File: config.mk
export PLATFORM = sky130hd
export DESIGN_NAME = reg_file_mp
export DESIGN_NICKNAME = d
export VERILOG_FILES = /design/src/rtl/reg_file_mp.sv
export SDC_FILE = /design/constraint.sdc
export NUM_CORES = 2
export LEC_CHECK = 0
export ABC_AREA = 0
export CORE_MARGIN = 5
export CORE_UTILIZATION = 50
export DETAILED_ROUTE_END_ITERATION = 7
export PLACE_DENSITY = 0.69
export SKIP_CTS_REPAIR_TIMING = 1
export SLEW_MARGIN = 30
export SYNTH_ARGS = -nofsm -noshare
export SYNTH_HDL_FRONTEND = slang
export SYNTH_SLANG_ARGS = --single-unit
File: constraint.sdc
create_clock -name clock -period 7.3 [get_ports clock]
set_clock_uncertainty 0.2 [all_clocks]
set_input_delay 1.095 -clock clock [delete_from_list [all_inputs] [get_ports clock]]
set_output_delay 1.095 -clock clock [all_outputs]
set_load 0.1 [all_outputs]
File: src/rtl/reg_file_mp.sv
// rtl/reg_file_mp.sv - dual-write, dual-read register file with busy scoreboard
// Reads are write-first and registered; register 0 is hardwired to zero.
module reg_file_mp #(
  parameter int XLEN      = 64,
  parameter int NREG      = 32,
  parameter int INIT_MODE = 1,
  localparam int AW       = $clog2(NREG)
) (
  input  logic            clock,
  input  logic            reset,
  input  logic            rd_en,
  input  logic [AW-1:0]   rs1_addr,
  input  logic [AW-1:0]   rs2_addr,
  output logic [XLEN-1:0] rs1_data,
  output logic [XLEN-1:0] rs2_data,
  output logic            rs1_busy,
  output logic            rs2_busy,
  input  logic            wr0_en,
  input  logic [AW-1:0]   wr0_addr,
  input  logic [XLEN-1:0] wr0_data,
  input  logic            wr1_en,
  input  logic [AW-1:0]   wr1_addr,
  input  logic [XLEN-1:0] wr1_data,
  input  logic            issue_en,
  input  logic [AW-1:0]   issue_addr,
  output logic [NREG-1:0] busy_vec
);

  logic [XLEN-1:0] regs [NREG];
  logic [NREG-1:0] busy;

  logic            wr0_hit;
  logic            wr1_hit;
  logic [NREG-1:0] clr_mask;
  logic [NREG-1:0] set_mask;
  logic [NREG-1:0] busy_after_wr;
  logic [NREG-1:0] busy_next;
  logic [XLEN-1:0] rs1_next;
  logic [XLEN-1:0] rs2_next;
  logic            rs1_busy_next;
  logic            rs2_busy_next;

  always_comb begin
    wr0_hit  = wr0_en && (wr0_addr != '0);
    wr1_hit  = wr1_en && (wr1_addr != '0);
    clr_mask = '0;
    set_mask = '0;
    if (wr0_hit) clr_mask[wr0_addr] = 1'b1;
    if (wr1_hit) clr_mask[wr1_addr] = 1'b1;
    if (issue_en && (issue_addr != '0)) set_mask[issue_addr] = 1'b1;
    // Read ports see write clears but not same-cycle issue sets.
    busy_after_wr = busy & ~clr_mask;
    busy_next     = busy_after_wr | set_mask;

    rs1_next = regs[rs1_addr];
    if (wr0_hit && (wr0_addr == rs1_addr)) rs1_next = wr0_data;
    if (wr1_hit && (wr1_addr == rs1_addr)) rs1_next = wr1_data;
    if (rs1_addr == '0) rs1_next = '0;
    rs1_busy_next = busy_after_wr[rs1_addr];

    rs2_next = regs[rs2_addr];
    if (wr0_hit && (wr0_addr == rs2_addr)) rs2_next = wr0_data;
    if (wr1_hit && (wr1_addr == rs2_addr)) rs2_next = wr1_data;
    if (rs2_addr == '0) rs2_next = '0;
    rs2_busy_next = busy_after_wr[rs2_addr];
  end

  always_ff @(posedge clock) begin
    if (reset) begin
      for (int i = 0; i < NREG; i++) begin
        regs[i] <= (INIT_MODE != 0) ? XLEN'(i) : '0;
      end
      busy     <= '0;
      rs1_data <= '0;
      rs2_data <= '0;
      rs1_busy <= 1'b0;
      rs2_busy <= 1'b0;
    end else begin
      // wr1 is applied last so it wins a same-address collision.
      if (wr0_hit) regs[wr0_addr] <= wr0_data;
      if (wr1_hit) regs[wr1_addr] <= wr1_data;
      busy <= busy_next;
      if (rd_en) begin
        rs1_data <= rs1_next;
        rs2_data <= rs2_next;
        rs1_busy <= rs1_busy_next;
        rs2_busy <= rs2_busy_next;
      end
    end
  end

  assign busy_vec = busy;

endmodule

; ---- Word-level counts from Yosys, hierarchy flattened
; Memories as Yosys holds them, arrays and structs flattened.
; Cells that the tools add are included.
[word_totals]
regBits = 162
memories = 1
ramBits = 2048
in_bits = 159
wordCells = 72
[classes]
mux = 33
eq_ne = 4
bitwise_logic = 4
n_reduce_logical = 17
n_lt_le_gt_ge = 8
[memory_table]
columns = memory, depth, width, read_ports, rd_clocked_by_memory_dff, write_ports, line
row1 = regs, 32, 64, 2, 0, 32, 29  ; logic [XLEN-1:0] regs [NREG];
[ops]
columns = op, count
row1 = two-way mux 64 bit, 8
row2 = OR reduction 64 bit, 2
row3 = two-way mux 32 bit, 3
row4 = OR 32 bit, 2
row5 = bitwise AND 32 bit, 1
row6 = NOT 32 bit, 1
row7 = < comparator 5 x 6 -> 1 bit (second input constant), 5
row8 = equality test 5 bit, 4
row9 = demux 1 bit (select 5 bit), 3
row10 = greater-or-equal comparator 5 x 1 -> 1 bit (second input constant), 3
row11 = two-way mux 1 bit, 15
row12 = nonzero test 5 bit, 3
row13 = binary-select mux 1 bit (select 5 bit), 2
row14 = logical AND 1 bit, 10
row15 = zero test 5 bit, 2
row16 = two-way mux 5 bit, 2

; ---- Longest topological paths before layout
[depth]
depth_word = 11
depth_mapped = 12
mapped_depth_nobuf = 7

; ---- Worst setup path before layout
; No wires, ideal clock.
[synth_path]
path_type = input-to-reg
startpoint = input wr0_addr[4]
endpoint = memory regs[22][0], enable pin
setup_slack_ps = 319
arrival_time_ps = 6206
path_buffers = 2
stages = 4
path_cell_list = buf_2 buf_2 nand4b_1 o21ai_0
[synth_lines]
columns = element, line
row1 = start: declaration, 19  ; input logic [AW-1:0] wr0_addr,
row2 = end: declaration, 29

; ---- Worst setup path in the final report
[layout_path]
startpoint = register busy[6] (netlist: busy_vec[6])
endpoint = output busy_vec[6]
[layout_lines]
columns = element, line
row1 = start: declaration, 30  ; logic [NREG-1:0] busy;
row2 = start signal: assignment, 82  ; busy <= busy_next;
row3 = end: declaration, 26  ; output logic [NREG-1:0] busy_vec
; No word-level cell between the ends.

==> results <==
- At the pin with the least slew margin, the transition time is 1.14 ns.
- After global routing the overflow that remains totals 0.
- The number of top-level pins is 321.
- Dividing the final minimum period by the clock period gives 62.4%.
- The kind of end point of the critical path is an output port.
- After detailed routing, the number of vias per cell comes to 8.44.
- The number of port buffers is 320.
- The register bit count reported by yosys is 2,210.
- The aggregate negative setup slack is 0 ns.
- The height of the die is 506 um.
- The starting density of the core is 50.1%.
- The number of hold violations in the final report is 0.
- The number of detailed-route iterations in the first pass is 7.
- The final max-slew violation count is 0.
- The number of failing setup endpoints in the final timing report is 0.
- Along the worst path, the maximum fanout reaches 2.
- From left edge to right edge, the die measures 506 um.
- In this run the cell area of the synthesized design comes to 123,000 um2.
- The final reports fail on design-rule violations.
- The post-detailed-placement cell area is 129,000 um2.
- The critical path buffer and inverter count is 1.
- Dividing total power by cell area gives a power density of 236 nW/um2.
- The filler cells instantiated in the layout total 19,011.
- The post-route DRC violation count is 1.
- The final layout contains 7,703 nets.
- The placeable core area is 245,000 um2.
- The stage delay of the slowest cell on the critical path is 1.30 ns.
- Counting flops with an async set or reset pin after synthesis yields a share of 0%.
- Final hold analysis gives a worst-case slack of 0.297 ns.
- The layout cell share with drive strength beyond 1 is 27.2%.
- The shortest period the worst path allows is 4.56 ns.
- The number of nets with antenna violations after routing is 0.
- The upper clock frequency limit is 220 MHz.
- The starting DRC count in detailed routing is 19,093.
- The static leakage is 44.9 nW.
- The average detailed-routed wire length per instance is 48.0 um.
- The total clock buffers created by CTS is 234.
- Setup repair after global routing left no endpoint under its margin.
- The tightest min-delay check is of the reg2reg type.
- The die covers 256,000 um2.
- The reported max-cap violation count is 0.
- For the worst setup path, the data required time is 6.00 ns.
- Global routing used 40.3% of the available tracks across all layers.
- The area growth from synthesis to layout is 11.1%.
- The CTS tree is built.
- IR analysis of the VDD net gives a maximum drop of 0.272 mV.
- The total design power is 0.0322 W.
- For this block, the routed nets add up to 528,000 um of wire.
- The worst pin sits at a relative slew slack of 23.8%.
- For this run, the register share of the synthesized area comes to 52.6%.
- The tree is rooted in a clkbuf_16.
- The post-synthesis cell count is 7,924.
- The cell class contributing the biggest share of worst-path delay is buffers and inverters.
- The routability-driven placement congestion ratio is 0.948.
- The cell with the largest stage delay on the worst path is clkdlybuf4s50_1.
- The clock net in this run drives a total of 2,210 sinks.
- The arrival time at the worst endpoint is 3.26 ns.
- The clock passes through at most 3 buffers.
- The half-perimeter wire length of the detailed placement result is 281,000 um.
- Counting distinct cell types in the post-synthesis netlist gives 66.
- The H-tree was split into 4 levels.
- Counting flops with a built-in enable in the synthesized netlist gives 2,048.
- A synthesized cell averages 15.5 um2.
- The largest net degree at the start of global routing is 123.
- The category of the most critical setup path is reg2out.
- At the end of the flow the core is filled with cells to 55.7%.
- The clock-pin slew reported for the worst setup and hold paths after clock tree synthesis is 0.06 ns.
- Among all flip-flop cells after synthesis, the most frequent one is edfxtp_1.
- The summed area of non-filler cells in the final layout is 137,000 um2.
- At the later pin of the worst-skew pair, clock insertion delay measures 0.96 ns.
- The floorplan has 182 rows.
- The initial antenna violation count came to 32.
- The routed layout has 92,830 vias.
- The number of warning messages in the yosys log is 0.
- The kind of launch point of the worst setup path is a register.
- The wire length of the first global-routing pass is 722,000 um.
- The number of global-route vias before repair is 91,137.
- The run finished, with violations left.
- The signal on the critical path passes through clkdlybuf4s50_1.
[metal layers]
layer | wire length, um | vias to the layer above | global-route usage (%)
li1 | - | 32960 | -
met1 | 161000 | 46671 | 48.7
met2 | 227000 | 10486 | 57.9
met3 | 87600 | 2689 | 15.6
met4 | 51800 | 24 | 31.4
met5 | 211 | - | 0.500
[report_power, final]
part	internal (W)	switching (W)	total, W
Clock	0.00675	0.00534	0.0121
Combinational	0.00188	0.00313	0.00500
Sequential	0.0147	0.000450	0.0151
Total	0.0233	0.00892	0.0322
[layout by cell type, fill, tap and decap left out, drive strengths merged, types with 139 or more instances in the layout]
master	netlist	final
a22o	1886	1886
clkdlybuf4s50	0	252
nor2	191	191
clkbuf	969	324
a22oi	196	196
buf	350	387
a21oi	159	159
mux4	1280	1280
o21ai	139	139
dfxtp	162	162
edfxtp	2048	2048
[flip-flops by register name, indices dropped and copies added (netlist names)]
signal / cells
busy_vec: 32
regs: 2048
rs1_busy: 1
rs1_data: 64
rs2_busy: 1
rs2_data: 64
[cell usage after synthesis, types with 10 or more instances]
| master | n | share of area (%) |
|---|---|---|
| o22ai_1 | 23 | 0.12 |
| o21ai_0 | 74 | 0.30 |
| buf_1 | 146 | 0.45 |
| nand2b_1 | 10 | 0.051 |
| clkbuf_1 | 969 | 3.0 |
| a22oi_1 | 196 | 1.2 |
| nor2b_1 | 11 | 0.056 |
| o221ai_1 | 17 | 0.12 |
| nand3_1 | 21 | 0.085 |
| a211oi_1 | 10 | 0.061 |
| nor3_1 | 15 | 0.061 |
| mux2i_1 | 131 | 1.1 |
| a22o_1 | 1886 | 13 |
| dfxtp_1 | 162 | 2.6 |
| o211ai_1 | 35 | 0.21 |
| o21ai_1 | 65 | 0.26 |
| buf_2 | 171 | 0.70 |
| edfxtp_1 | 2048 | 50 |
| mux4_2 | 1280 | 23 |
| nand2_1 | 99 | 0.30 |
| a21oi_1 | 159 | 0.65 |
| nor2_1 | 190 | 0.58 |
| buf_4 | 25 | 0.15 |
| and3_1 | 25 | 0.13 |
| inv_1 | 16 | 0.049 |
| xnor2_1 | 12 | 0.085 |
[final timing paths]
| path | slack [ns] | cells past startpoint | start | endpoint |
|---|---|---|---|---|
| worst max-delay path | 2.74 | 1 | busy_vec[6] | busy_vec[6] |
| worst min-delay path | 0.30 | 2 | rs1_data[6] | rs1_data[6] |
| worst min register to register | 0.30 | 2 | rs1_data[6] | rs1_data[6] |
| worst max register to register | 4.47 | 7 | busy_vec[6] | rs1_busy |
[cells by family (layout without fill, tap and decap cells)]
kind of cell	after synthesis	after routing	synth area share, %
and+or+nand+nor	437	437	1.70
AOI/OAI and AO/OA	2500	2500	16.6
xor gates and xnor gates	20	20	0.142
muxes	1411	1411	24.5
buffers and inverters	1345	1109	4.40
other	1	87	0.00305
DFF	2210	2210	52.6
[layout make-up]
cell class | instances | area [um2] | area share [%]
Inverter | 26 | 105 | 0.0769
Sequential cell | 2210 | 64700 | 47.4
Tap cell | 3220 | 4030 | 2.95
Antenna cell | 23 | 57.6 | 0.0421
Clock buffer | 323 | 6600 | 4.83
Timing Repair Buffer | 640 | 6450 | 4.72
Multi-Input combinational cell | 4432 | 53600 | 39.2
Clock inverter | 120 | 1020 | 0.750
[metrics by stage]
| step | setup WS [ns] | instances |
|---|---|---|
| floorplan | 0.319 | 7987 |
| global placement | 2.11 | 10514 |
| detailed placement | 2.18 | 10523 |
| CTS | 2.95 | 10966 |
| global route | 2.73 | 10979 |
| finish | 2.74 | 10994 |
Power figures use the tool's default switching activity.
